[config.mk]
export PLATFORM = sky130hd
export DESIGN_NAME = bcd_display_driver
export DESIGN_NICKNAME = d
export VERILOG_FILES = /design/src/rtl/bcd_display_driver.sv
export SDC_FILE = /design/constraint.sdc
export NUM_CORES = 1
export LEC_CHECK = 0
export ABC_AREA = 1
export CORE_UTILIZATION = 50
export CTS_BUF_LIST = sky130_fd_sc_hd__clkbuf_16
export CTS_CLUSTER_DIAMETER = 40
export DETAILED_ROUTE_END_ITERATION = 7
export HOLD_SLACK_MARGIN = 0.1
export PLACE_DENSITY_LB_ADDON = 0.05
export SLEW_MARGIN = 20
export SYNTH_ARGS = -nofsm -noshare
export SYNTH_HDL_FRONTEND = slang
export SYNTH_SLANG_ARGS = --single-unit
[constraint.sdc]
create_clock -name clk -period 13.4 [get_ports clk]
set_clock_uncertainty 0.15 [all_clocks]
set_input_delay 3.35 -clock clk [delete_from_list [all_inputs] [get_ports clk]]
set_output_delay 3.35 -clock clk [all_outputs]
set_load 0.03 [all_outputs]
[src/rtl/bcd_display_driver.sv]
// Sequential binary-to-BCD converter (double-dabble, one bit per cycle) driving
// eight active-low 7-segment digits. Define BCD_DISPLAY_BLANK_EN to blank leading zeros.
module bcd_display_driver #(
  parameter int IN_WIDTH = 32
) (
  input  logic                clk,
  input  logic                rst,
  input  logic                load,
  input  logic [IN_WIDTH-1:0] value,
  output logic                ready,
  output logic                done,
  output logic [6:0]          HEX0,
  output logic [6:0]          HEX1,
  output logic [6:0]          HEX2,
  output logic [6:0]          HEX3,
  output logic [6:0]          HEX4,
  output logic [6:0]          HEX5,
  output logic [6:0]          HEX6,
  output logic [6:0]          HEX7
);

  localparam logic [1:0] IDLE   = 2'd0;
  localparam logic [1:0] SHIFT  = 2'd1;
  localparam logic [1:0] UPDATE = 2'd2;

  localparam int              CNT_W       = $clog2(IN_WIDTH + 1);
  localparam logic [CNT_W-1:0] LAST_SHIFT = CNT_W'(IN_WIDTH - 1);
  localparam logic [63:0]     MAX_DISPLAY = 64'd99_999_999;
  localparam logic [6:0]      GLYPH_DASH  = 7'b0111111;
  localparam logic [6:0]      GLYPH_BLANK = 7'b1111111;
  localparam logic [6:0]      GLYPH_ZERO  = 7'b1000000;

  logic [1:0]          state;
  logic [IN_WIDTH-1:0] bin;
  logic [31:0]         bcd;
  logic [31:0]         bcd_adj;
  logic [CNT_W-1:0]    cnt;
  logic                ovf;
  logic [63:0]         value_ext;
  logic [6:0]          hex_next [8];
  logic [6:0]          hex_q    [8];

  function automatic logic [6:0] glyph(input logic [3:0] digit);
    case (digit)
      4'd0:    glyph = 7'b1000000;
      4'd1:    glyph = 7'b1111001;
      4'd2:    glyph = 7'b0100100;
      4'd3:    glyph = 7'b0110000;
      4'd4:    glyph = 7'b0011001;
      4'd5:    glyph = 7'b0010010;
      4'd6:    glyph = 7'b0000010;
      4'd7:    glyph = 7'b1111000;
      4'd8:    glyph = 7'b0000000;
      4'd9:    glyph = 7'b0010000;
      default: glyph = GLYPH_DASH;
    endcase
  endfunction

  // Glyph shown on digit i after reset, i.e. the display of the value 0.
  function automatic logic [6:0] reset_glyph(input int i);
`ifdef BCD_DISPLAY_BLANK_EN
    reset_glyph = (i == 0) ? GLYPH_ZERO : GLYPH_BLANK;
`else
    reset_glyph = (i >= 0) ? GLYPH_ZERO : GLYPH_BLANK;
`endif
  endfunction

  assign value_ext = 64'(value);
  assign ready     = (state == IDLE);

  // NOTE: combinational blocks use blocking '=' and assign every output first, so no latch is inferred.
  always_comb begin
    bcd_adj = bcd;
    for (int i = 0; i < 8; i++) begin
      if (bcd[4*i +: 4] >= 4'd5) bcd_adj[4*i +: 4] = bcd[4*i +: 4] + 4'd3;
    end
  end

  // A digit is a leading zero when it and every more significant digit are zero.
  always_comb begin
`ifdef BCD_DISPLAY_BLANK_EN
    logic leading;
    leading = 1'b1;
`endif
    for (int i = 7; i >= 0; i--) begin
      hex_next[i] = glyph(bcd[4*i +: 4]);
`ifdef BCD_DISPLAY_BLANK_EN
      if (bcd[4*i +: 4] != 4'd0) leading = 1'b0;
      if (leading && i != 0) hex_next[i] = GLYPH_BLANK;
`endif
      if (ovf) hex_next[i] = GLYPH_DASH;
    end
  end

  // NOTE: sequential state uses non-blocking '<=' so every register samples pre-edge values.
  always_ff @(posedge clk) begin
    if (rst) begin
      state <= IDLE;
      bin   <= '0;
      bcd   <= '0;
      cnt   <= '0;
      ovf   <= 1'b0;
      done  <= 1'b0;
      for (int i = 0; i < 8; i++) hex_q[i] <= reset_glyph(i);
    end else begin
      done <= 1'b0;
      case (state)
        IDLE: begin
          if (load) begin
            bin   <= value;
            ovf   <= (value_ext > MAX_DISPLAY);
            bcd   <= '0;
            cnt   <= '0;
            state <= SHIFT;
          end
        end
        SHIFT: begin
          bcd <= {bcd_adj[30:0], bin[IN_WIDTH-1]};
          bin <= {bin[IN_WIDTH-2:0], 1'b0};
          cnt <= cnt + CNT_W'(1);
          if (cnt == LAST_SHIFT) state <= UPDATE;
        end
        UPDATE: begin
          for (int i = 0; i < 8; i++) hex_q[i] <= hex_next[i];
          done  <= 1'b1;
          state <= IDLE;
        end
        default: state <= IDLE;
      endcase
    end
  end

  assign HEX0 = hex_q[0];
  assign HEX1 = hex_q[1];
  assign HEX2 = hex_q[2];
  assign HEX3 = hex_q[3];
  assign HEX4 = hex_q[4];
  assign HEX5 = hex_q[5];
  assign HEX6 = hex_q[6];
  assign HEX7 = hex_q[7];

endmodule

* Yosys cells after proc, flatten, opt, wreduce, memory -nomap -nowiden *
Memory sizes are Yosys's and may differ from the RTL's. A register that Yosys moved wholly into a read port is not among the register bits.
Cells that the tools add are included.

storage, ports and cells
  register bits after elaboration = 74
  output and inout bits = 58
  memory bits (writable) = 56
  word-level logic and storage cells = 105
  memories kept = 9
  bits of input ports = 35
  bits in read-only memories = 896

memory list
  memory           depth  bits a word  read ports  clocked after Yosys merged registers in  write ports  line  RTL
  (no name shown)  16     7            1           1                                        0            44    case (digit)
  (no name shown)  16     7            1           1                                        0            44
  (no name shown)  16     7            1           1                                        0            44
  (no name shown)  16     7            1           1                                        0            44
  (no name shown)  16     7            1           1                                        0            44
  (no name shown)  16     7            1           1                                        0            44
  3 more memories  -      -            -           -                                        -            -

cells by class
  $add $sub $neg = 9
  muxes and demuxes = 54
  magnitude comparators = 9
  reductions and logical operators = 5
  bitwise logic cells = 8
  equal/unequal tests = 5

operators by type and width
  operator                                                                count
  32-bit one-hot mux with 2 select lines                                  2
  7-bit two-way mux                                                       16
  4-bit two-way mux                                                       23
  32-bit two-way mux                                                      2
  4-bit by 3-bit >= comparator with 1-bit output, second input constant   8
  32-bit by 27-bit > comparator with 1-bit output, second input constant  1
  4-bit by 2-bit adder with 4-bit output, second input constant           7
  6-bit one-hot mux with 2 select lines                                   1
  1-bit bitwise OR                                                        8
  6-bit by 1-bit adder with 6-bit output, second input constant           1
  6-bit by 5-bit equality test with 1-bit output, second input constant   1
  6-bit two-way mux                                                       1
  2-bit AND reduction                                                     3
  1-bit two-way mux                                                       5
  2-bit two-way mux                                                       2
  2-bit != test, second input constant                                    2
  2-bit one-hot mux with 2 select lines                                   1
  3-bit by 2-bit adder with 3-bit output, second input constant           1
  3-bit two-way mux                                                       1
  2-bit by 1-bit equality test with 1-bit output, second input constant   1
  2-bit equality test, second input constant                              1
  2-bit logical NOT                                                       1
  2-bit nonzero test                                                      1

* Longest topological paths before layout *
Gate-level depths: netlist (run 1).

  depth after elaboration = 5
  depth in mapped cells = 15
  depth with buffers taken out = 15

* Worst setup path after synthesis (run 1) *
Ideal clock, no wire load.

  path type = input -> register
  start = input port rst
  end = memory hex_q[0][0], enable pin
  setup slack = 6,616 ps
  arrival = 5,687 ps
  cell stages on the path = 4
  required time = 12,302 ps
  setup time = 948 ps
  buffers on the path = 2
  cells stage by stage = inv_1 -> clkbuf_1 -> buf_2 -> o21ai_0

RTL lines
  what                line  RTL
  start: declaration  7     input logic rst,
  end: declaration    41    logic [6:0] hex_q [8];

==> impl_summary.log, run 1 <==
INFO  metric timing.final.max_slew_violations = 0
INFO  metric utilization = 60.5%
INFO  metric timing.critical_path.to_type = flop
INFO  metric cts_htree_levels = 4
INFO  metric worst_pin_slew = 1.02 ns
INFO  metric initial_core_util = 51.0%
INFO  metric critical_path.most_common_cell = sky130_fd_sc_hd__nand2_1
INFO  metric area_growth_syn_to_layout = 18.5%
INFO  metric worstPathMaxFanout = 22
INFO  metric timing.final.setup_violations = 0
INFO  metric cts_root_buffer = sky130_fd_sc_hd__clkbuf_16
INFO  metric regToRegSetupSlack = 10.34 ns
INFO  metric seq_area_frac_synth = 48.7%
INFO  metric routed_wire_length = 17500 µm
INFO  metric cts_repair_resize_count = 0
INFO  metric netlist_instances = 1074
INFO  metric fin_crit_sh = 45.6%
INFO  metric critical_path_required = 13.57 ns
INFO  metric fmaxAchievable = 164 MHz
INFO  metric die_h = 135 µm
INFO  metric clock_tree_from_tritoncts = yes
INFO  metric synth_top_area_share = 29.6%
INFO  metric floorplan.die.width = 135 µm
INFO  metric ir_worst_vdd = 0.0996 mV
INFO  metric timing.critical_path.slowest_stage_cell = sky130_fd_sc_hd__clkdlybuf4s50_1
INFO  metric routed-via-count = 6999
INFO  metric setup_repair_after_global_routing_missed_its_margin = false
INFO  metric synth_most_common_cell = sky130_fd_sc_hd__nand2_1
INFO  metric worst_r2r_startpoint = state[1]
INFO  metric postSynthRegisterBits = 186
INFO  metric async_reset_ff_share = 0%
INFO  metric crit_chain = clkdlybuf4s50_1 -> nor2_4 -> nand2_1 -> o22ai_1 -> inv_1 -> ha_1 -> nand3_1 -> nand2_1 -> nand2_1 -> nand2_1
INFO  metric maxCapViolations = 0
INFO  metric number_of_synthesized_flops_with_an_enable_pin = 56
INFO  metric synthesis.area_per_instance = 8.19 µm²
INFO  metric grt_antenna_before_repair = 0
INFO  metric cts_buffer_depth = 2
INFO  metric cts_setup_buffers = 0
INFO  metric rows = 48
INFO  metric clkTransAtPathRegs = 0.07 ns
INFO  metric ctsHoldBuffers = 0
INFO  metric antenna_violating_nets_left = 0
INFO  metric final_layout_size_suffix_gt1_share = 6.53%
INFO  metric relSlewSlack = 31.9%
INFO  metric synth.cells.most_frequent = sky130_fd_sc_hd__nand2_1 (287), sky130_fd_sc_hd__dfxtp_1 (130), sky130_fd_sc_hd__nor2_1 (117)
INFO  metric netlist_area = 8790 µm²
INFO  metric crit_type = in -> reg
INFO  metric crit_buf_inv = 2
INFO  metric clock_sink_count = 186
INFO  metric leakage_component_of_the_power = 4.70 nW
INFO  metric met3WireLength = 654 µm
INFO  metric class_of_the_most_critical_hold_timing_path = reg -> reg
INFO  metric coreArea = 17200 µm²
INFO  metric grt.total_usage = 20.6%
INFO  metric hpwlAfterDp = 11400 µm
INFO  metric timing.critical_path.slowest_cell_delay = 0.93 ns
INFO  metric gpl.final_weighted_congestion = 0.814
INFO  metric finalHoldViolCount = 0
INFO  metric clk_latency = 0.43 ns
INFO  metric cp.arrival = 6.27 ns
INFO  metric postSynthNetCount = 1167
INFO  metric m1WireLength = 8530 µm
INFO  metric synthDominantAreaCellType = sky130_fd_sc_hd__dfxtp_1
INFO  metric detail_route.vias_per_cell = 5.04
INFO  metric finalWorstPathRequiredPeriod = 6.10 ns
INFO  metric vias_in_the_first_global_route = 6461
INFO  metric routedWlPerCell = 12.6 µm
INFO  metric io_pins = 93
INFO  metric ys_dominant_reg_cell = sky130_fd_sc_hd__dfxtp_1
INFO  metric grt_start_max_net_pins = 87
INFO  metric antenna_cells = 0
INFO  metric worst_hold_slack = 0.317 ns
INFO  metric wire_length_of_the_first_global_routing_pass = 29700 µm
INFO  metric highest_layer = met4
INFO  metric power.density = 122 nW/µm²
INFO  metric ys_top_cells_by_area = sky130_fd_sc_hd__dfxtp_1 (30%), sky130_fd_sc_hd__edfxtp_1 (19%), sky130_fd_sc_hd__nand2_1 (12%)
INFO  metric ys_types = 37
INFO  metric die_area = 18100 µm²
INFO  metric grt_overflow_total = 0
INFO  metric final_net_count = 1244
INFO  metric hold_path.startpoint = bin[30]
INFO  metric drc_markers = 0
INFO  metric drt_pre_antenna_iters = 5
INFO  metric timing.critical_path.from_type = primary input
INFO  metric synthesis.yosys.warnings = 0
INFO  metric totalNegativeSetupSlack = 0 ns
INFO  metric first_iter_violations = 352
INFO  metric numPortBuffers = 92
INFO  metric outcome = finished, final reports clean
INFO  metric path_delay_family = simple AND/OR/NAND/NOR gates
INFO  metric cts_buf_count = 17
INFO  metric critical_path.startpoint = rst
INFO  metric routed-wl-met2 = 8110 µm
-- path summary, 6_finish.rpt --
path,to,cells after the start
setup reg to reg,flop,12
hold / removal,bin[30],2
setup / recovery,flop,10
hold reg to reg,bin[30],2
-- cell families after synthesis --
| kind of cell | after synthesis | share of synthesized area [%] |
|---|---|---|
| AO/OA/AOI/OAI | 149 | 10.5 |
| AND/OR/NAND/NOR | 535 | 25.7 |
| adder cells (fa/ha/maj) | 58 | 8.26 |
| flip-flops | 186 | 48.7 |
| buffers and inverters | 146 | 6.80 |
-- layout make-up --
type / instances / area [µm²]
clock buffer: 17 / 425
clock inverter: 15 / 149
fill: 1544 / 6820
inverter: 108 / 408
multi-input combinational: 742 / 3920
sequential: 186 / 4290
tap: 225 / 282
timing repair buffer: 96 / 951
-- where the power goes --
| part | internal, mW | total (mW) | switching (mW) |
|---|---|---|---|
| Sequential | 0.610 | 0.628 | 0.0177 |
| Clock | 0.275 | 0.491 | 0.216 |
| Combinational | 0.0554 | 0.155 | 0.0995 |
| Total | 0.940 | 1.27 | 0.334 |
-- stage by stage --
stage | cell area, µm² | power (mW) | std cells | setup WS (ns)
after floorplan | 8790 | 0.743 | 1074 | 6.62
after global placement | 9850 | 0.794 | 1357 | 6.93
after detailed placement | 9850 | 0.796 | 1357 | 6.87
after CTS | 10400 | 1.29 | 1389 | 7.34
after global routing | 10400 | 1.32 | 1389 | 7.08
final | 10400 | 1.27 | 1389 | 7.30
-- cells in the final DEF (no fill, tap or decap), types with 2 or more instances in the layout --
cell	n
sky130_fd_sc_hd__o211ai_1	7
sky130_fd_sc_hd__o21ai_2	9
sky130_fd_sc_hd__inv_1	96
sky130_fd_sc_hd__o21ai_0	44
sky130_fd_sc_hd__a221oi_1	2
sky130_fd_sc_hd__inv_2	11
sky130_fd_sc_hd__nor2_1	117
sky130_fd_sc_hd__nand3_1	86
sky130_fd_sc_hd__clkinvlp_4	2
sky130_fd_sc_hd__nand4_1	20
sky130_fd_sc_hd__a211oi_1	2
sky130_fd_sc_hd__edfxtp_1	56
sky130_fd_sc_hd__nor3_1	2
sky130_fd_sc_hd__clkbuf_16	17
sky130_fd_sc_hd__ha_1	58
sky130_fd_sc_hd__bufinv_16	2
sky130_fd_sc_hd__nand2_1	287
sky130_fd_sc_hd__clkinv_4	2
sky130_fd_sc_hd__a21oi_1	36
sky130_fd_sc_hd__nand2_4	3
sky130_fd_sc_hd__nand3b_1	7
sky130_fd_sc_hd__clkdlybuf4s50_1	92
sky130_fd_sc_hd__buf_4	4
sky130_fd_sc_hd__clkinv_1	3
sky130_fd_sc_hd__o22ai_2	3
sky130_fd_sc_hd__inv_6	4
sky130_fd_sc_hd__nand2_2	9
sky130_fd_sc_hd__clkinv_2	2
sky130_fd_sc_hd__dfxtp_1	129
sky130_fd_sc_hd__o22ai_1	40
-- layer usage --
layer | vias to the layer above | track usage [%]
met2 | 120 | 34.8
met3 | 18 | 3.83
met4 | 0 | 6.93
li1 | 3703 | -
met1 | 3158 | 26.4
met5 | - | 0
-- worst reg2reg max path: stages (launching register included) --
cell	delay, ns
sky130_fd_sc_hd__dfxtp_1	0.35
sky130_fd_sc_hd__inv_2	0.10
sky130_fd_sc_hd__nand2_2	0.11
sky130_fd_sc_hd__nand2_4	0.31
sky130_fd_sc_hd__inv_4	0.31
sky130_fd_sc_hd__nand2_4	0.28
sky130_fd_sc_hd__o21ai_0	0.65
sky130_fd_sc_hd__inv_1	0.19
sky130_fd_sc_hd__ha_1	0.25
sky130_fd_sc_hd__nand3_1	0.08
sky130_fd_sc_hd__nand2_1	0.07
sky130_fd_sc_hd__nand2_1	0.05
sky130_fd_sc_hd__nand2_1	0.05
Power figures use the tool's default switching activity.
==> run 2: changes to the inputs <==
==> constraint.sdc (replaced) <==
create_clock -name clk -period 6.1 [get_ports clk]
set_clock_uncertainty 0.15 [all_clocks]
set_input_delay 1.525 -clock clk [delete_from_list [all_inputs] [get_ports clk]]
set_output_delay 1.525 -clock clk [all_outputs]
set_load 0.03 [all_outputs]
==> impl_summary.log, run 2 (synthesized netlist as in run 1, its figures left out) <==
INFO  metric class_of_the_most_critical_hold_timing_path = reg -> reg
INFO  metric power.internal = 2.08 mW
INFO  metric area_growth_syn_to_layout = 18.9%
INFO  metric io_pins = 93
INFO  metric timing.final.max_slew_violations = 0
INFO  metric cp.arrival = 4.29 ns
INFO  metric setup_slack_of_the_critical_path_after_layout = 1.99 ns
INFO  metric relSlewSlack = 33.4%
INFO  metric fmaxAchievable = 243 MHz
INFO  metric placedInstanceArea = 9850 µm²
INFO  metric grt.total_usage = 20.5%
INFO  metric totalNegativeSetupSlack = 0 ns
INFO  metric power.density = 273 nW/µm²
INFO  metric cts_htree_levels = 4
INFO  metric switchingPower = 0.776 mW
INFO  metric antenna_cells = 0
INFO  metric most_common_cell_after_layout_fill_and_taps_aside = sky130_fd_sc_hd__nand2_1
INFO  metric clkTransAtPathRegs = 0.07 ns
INFO  metric summed_area_of_non_filler_cells_in_the_final_layout = 10500 µm²
INFO  metric crit_buf_inv = 3
INFO  metric cts_buffer_depth = 2
INFO  metric worstPathMaxFanout = 55
INFO  metric final_layout_size_suffix_gt1_share = 6.87%
INFO  metric rows = 48
INFO  metric ctsHoldBuffers = 0
INFO  metric ir_worst_vdd = 0.203 mV
INFO  metric grt_start_max_net_pins = 86
INFO  metric timing.critical_path.from_type = primary input
INFO  metric grt_antenna_before_repair = 0
INFO  metric worst_r2r_startpoint = state[1]
INFO  metric vias_in_the_first_global_route = 6549
INFO  metric layout_common_cells = sky130_fd_sc_hd__nand2_1 (287), sky130_fd_sc_hd__dfxtp_1 (129), sky130_fd_sc_hd__nor2_1 (117), sky130_fd_sc_hd__inv_1 (95), sky130_fd_sc_hd__clkdlybuf4s50_1 (92)
INFO  metric finalWorstPathRequiredPeriod = 4.11 ns
INFO  metric leakage_component_of_the_power = 4.72 nW
INFO  metric timing.critical_path.slowest_cell_delay = 0.61 ns
INFO  metric detail_route.vias_per_cell = 5.07
INFO  metric drc_markers = 0
INFO  metric timing.final.setup_violations = 0
INFO  metric cts_root_buffer = sky130_fd_sc_hd__clkbuf_16
INFO  metric grt_overflow_total = 0
INFO  metric gpl.final_weighted_congestion = 0.823
INFO  metric fin_crit_sh = 67.4%
INFO  metric first_iter_violations = 349
INFO  metric power.share.sequential = 48.1%
INFO  metric timing.critical_path.to_type = flop
INFO  metric cts_repair_resize_count = 0
INFO  metric ff2ff_path_depth = 12
INFO  metric die_h = 135 µm
INFO  metric wire_length_of_the_first_global_routing_pass = 29900 µm
INFO  metric final_net_count = 1245
INFO  metric pre_cts_slack = 1.55 ns
INFO  metric coreArea = 17200 µm²
INFO  metric critical_path_required = 6.28 ns
INFO  metric hold_end = bin[0]
INFO  metric clock_tree_from_tritoncts = yes
INFO  metric path_delay_family = simple AND/OR/NAND/NOR gates
INFO  metric routed_wire_length = 17500 µm
INFO  metric crit_chain = clkdlybuf4s50_1 -> nand2_2 -> nand2_4 -> inv_4 -> nand2_4 -> o21ai_0 -> inv_1 -> ha_1 -> nand3_1 -> nand2_1 -> nand2_1 -> nand2_1
INFO  metric finalHoldViolCount = 0
INFO  metric fraction_of_power_consumed_by_combinational_cells = 12.0%
INFO  metric maxCapViolations = 0
INFO  metric critical_path.most_common_cell = sky130_fd_sc_hd__nand2_1
INFO  metric num-fill-cells = 1554
INFO  metric numPortBuffers = 92
INFO  metric outcome = finished, final reports clean
INFO  metric cts_buf_count = 17
INFO  metric clock_sink_count = 186
INFO  metric hold_path.startpoint = bin[0]
INFO  metric floorplan.die.width = 135 µm
INFO  metric antenna_violating_nets_left = 0
INFO  metric cts_setup_buffers = 0
INFO  metric p_sw_share = 27.1%
INFO  metric initial_core_util = 51.0%
INFO  metric drt_pre_antenna_iters = 7
INFO  metric routedWlPerCell = 12.6 µm
INFO  metric timing.hold.worst_path_depth = 1
INFO  metric clk_latency = 0.43 ns
INFO  metric die_area = 18100 µm²
INFO  metric routed-via-count = 7053
INFO  metric worst_pin_slew = 1.00 ns
INFO  metric regToRegSetupSlack = 3.05 ns
INFO  metric setup_repair_after_global_routing_missed_its_margin = false
INFO  metric timing.critical_path.slowest_stage_cell = sky130_fd_sc_hd__o21ai_0
INFO  metric crit_type = in -> reg
INFO  metric share_clk_of_total_power = 39.9%
INFO  metric hpwlAfterDp = 11300 µm
## run 2: worst reg2reg max path, delay by kind of cell, from the launching register on
family                     cells  cell delay, ns
buffers and inverters          3            0.61
adders and majority gates      1            0.25
AOI/OAI and AO/OA              1            0.62
and+or+nand+nor                7            0.97
DFF                            1            0.35
## run 2: cell type report
class                           count  area, µm²  share of cell area [%]
Clock inverter                     15        178                    1.70
Sequential cell                   186       4290                    41.0
Tap cell                          225        282                    2.69
Clock buffer                       17        425                    4.07
Multi-Input combinational cell    742       3920                    37.5
Timing Repair Buffer               97        958                    9.17
Inverter                          108        408                    3.90
## run 2: layer usage
metal	wire (µm)	global-route usage, %
met5	0	0
met4	208	6.93
met3	519	3.45
met2	8160	34.5
met1	8620	26.7
## run 2: power groups by stage
stage / Sequential [mW] / Clock [mW] / Combinational, mW
6_report: 1.38 / 1.14 / 0.343
5_1_grt: 1.38 / 1.21 / 0.376
4_1_cts: 1.38 / 1.16 / 0.346
3_3_place_gp: 1.40 / 0 / 0.341
3_5_place_dp: 1.41 / 0 / 0.344
2_1_floorplan: 1.45 / 0 / 0.183
## run 2: worst max path at each step
stage,from,endpoint,slack (ns),cells past startpoint
global placement,load,flop,1.62,12
CTS,load,flop,2.01,12
global route,load,flop,1.67,12
finish,load,flop,1.99,12
floorplan,state[1],hex_q[0][0],1.05,2
detailed placement,load,flop,1.55,12
## run 2: through the flow
step           utilization [%]  hold WS (ns)  cells  total power [mW]
2_1_floorplan                -         0.279   1074              1.63
3_3_place_gp              57.2         0.292   1358              1.75
3_5_place_dp              57.2         0.306   1358              1.75
4_1_cts                   60.7         0.322   1390              2.88
5_1_grt                   60.7         0.333   1390              2.97
6_report                  60.7         0.319   1390              2.86
==> run 3: changes to the inputs <==
==> constraint.sdc (replaced) <==
create_clock -name clk -period 3.3 [get_ports clk]
set_clock_uncertainty 0.15 [all_clocks]
set_input_delay 0.825 -clock clk [delete_from_list [all_inputs] [get_ports clk]]
set_output_delay 0.825 -clock clk [all_outputs]
set_load 0.03 [all_outputs]
==> impl_summary.log, run 3 (synthesized netlist as in run 1, its figures left out) <==
INFO  metric leakage_component_of_the_power = 4.82 nW
INFO  metric gpl.final_weighted_congestion = 0.817
INFO  metric coreArea = 17200 µm²
INFO  metric clock_tree_from_tritoncts = yes
INFO  metric worst_pin_slew = 0.546 ns
INFO  metric timing.critical_path.to_type = primary output
INFO  metric clock_sink_count = 186
INFO  metric finalHoldViolCount = 0
INFO  metric cp.arrival = 1.75 ns
INFO  metric num-fill-cells = 1515
INFO  metric clk_latency = 0.43 ns
INFO  metric register_area = 4290 µm²
INFO  metric cts_htree_levels = 4
INFO  metric multi_input_comb_area = 3920 µm²
INFO  metric floorplan.die.width = 135 µm
INFO  metric violations = design-rule violations
INFO  metric cts_buf_count = 17
INFO  metric m1WireLength = 8310 µm
INFO  metric setup_repair_after_global_routing_missed_its_margin = false
INFO  metric wire_length_of_the_first_global_routing_pass = 29800 µm
INFO  metric drc_markers = 1
INFO  metric final_cells = 1408
INFO  metric critical_path_required = 2.32 ns
INFO  metric antenna_cells = 0
INFO  metric totalNegativeSetupSlack = 0 ns
INFO  metric final_layout_size_suffix_gt1_share = 8.03%
INFO  metric grt.total_usage = 20.5%
INFO  metric routed-wl-met2 = 8570 µm
INFO  metric ir_worst_vdd = 0.366 mV
INFO  metric finalWorstPathRequiredPeriod = 2.72 ns
INFO  metric dp.cells = 1376
INFO  metric highest_layer = met4
INFO  metric most_common_cell_after_layout_fill_and_taps_aside = sky130_fd_sc_hd__nand2_1
INFO  metric class_of_the_most_critical_hold_timing_path = reg -> reg
INFO  metric crit_type = reg -> out
INFO  metric relSlewSlack = 63.6%
INFO  metric final_net_count = 1263
INFO  metric power.density = 497 nW/µm²
INFO  metric grt_overflow_total = 0
INFO  metric timing.critical_path.from_type = flop
INFO  metric routed-via-count = 7110
INFO  metric area_growth_syn_to_layout = 20.8%
INFO  metric cts_root_buffer = sky130_fd_sc_hd__clkbuf_16
INFO  metric antenna_violating_nets_left = 0
INFO  metric cts_buffer_depth = 2
INFO  metric ctsHoldBuffers = 0
INFO  metric setup_slack_of_the_critical_path_after_layout = 0.579 ns
INFO  metric die_h = 135 µm
INFO  metric fin_crit_sh = 82.5%
INFO  metric timing.final.max_slew_violations = 0
INFO  metric grt_start_max_net_pins = 87
INFO  metric cts_setup_buffers = 0
INFO  metric cts_repair_resize_count = 0
INFO  metric initial_core_util = 51.0%
INFO  metric routedWlPerCell = 12.5 µm
INFO  metric layout_common_cells = sky130_fd_sc_hd__nand2_1 (287), sky130_fd_sc_hd__dfxtp_1 (129), sky130_fd_sc_hd__nor2_1 (117), sky130_fd_sc_hd__inv_1 (96), sky130_fd_sc_hd__clkdlybuf4s50_1 (92)
INFO  metric rows = 48
INFO  metric io_pins = 93
INFO  metric hpwlAfterDp = 11600 µm
INFO  metric die_area = 18100 µm²
INFO  metric met3WireLength = 503 µm
INFO  metric pre_cts_slack = 0.166 ns
INFO  metric vias_in_the_first_global_route = 6552
INFO  metric maxCapViolations = 0
INFO  metric outcome = finished with violations
INFO  metric drt_pre_antenna_iters = 7
INFO  metric worstPathMaxFanout = 4
INFO  metric first_iter_violations = 345
INFO  metric numPortBuffers = 92
INFO  metric detail_route.vias_per_cell = 5.05
INFO  metric routed_wire_length = 17600 µm
INFO  metric grt_antenna_before_repair = 0
INFO  metric clkTransAtPathRegs = 0.07 ns
INFO  metric fmaxAchievable = 368 MHz
INFO  metric timing.final.setup_violations = 0
## run 3: critical path: stages, from the launching register on
cell                              delay, ns
sky130_fd_sc_hd__dfxtp_1               0.39
sky130_fd_sc_hd__nor2_1                0.21
sky130_fd_sc_hd__clkdlybuf4s50_1       0.72
## run 3: cell type report
class | instances | area share [%]
inverters | 108 | 3.84
clock inverters | 15 | 1.61
clock buffers | 17 | 4.00
flip-flops and latches | 186 | 40.3
multi-input cells | 742 | 36.9
well taps | 225 | 2.65
repair buffers | 115 | 10.6
## run 3: path summary, 6_finish.rpt
check / startpoint / end / slack, ns / cells past startpoint
worst max-delay path: state[0] / ready / 0.58 / 2
worst min-delay path: bin[30] / bin[30] / 0.32 / 2
worst min register to register: bin[30] / bin[30] / 0.32 / 2
worst max register to register: bcd[20] / flop / 0.93 / 13
## run 3: power breakdown
part | switching [mW] | internal [mW] | total, mW
Combinational | 0.435 | 0.249 | 0.683
Sequential | 0.0468 | 2.48 | 2.52
Clock | 0.878 | 1.19 | 2.07
Total | 1.36 | 3.92 | 5.28
## run 3: per-stage QoR
step / cell area, µm² / util, % / total power, mW / hold slack [ns]
finish: 10600 / 61.6 / 5.28 / 0.321
global route: 10600 / 61.6 / 5.48 / 0.341
global placement: 10000 / 58.2 / 3.26 / 0.295
CTS: 10600 / 61.6 / 5.32 / 0.322
floorplan: 8790 / - / 3.01 / 0.279
detailed placement: 10000 / 58.2 / 3.26 / 0.302
## run 3: layer usage
metal	up-vias	GRT usage (%)
li1	3737	-
met1	3262	25.6
met2	96	35.8
met3	15	3.49
met4	0	6.68
met5	-	0
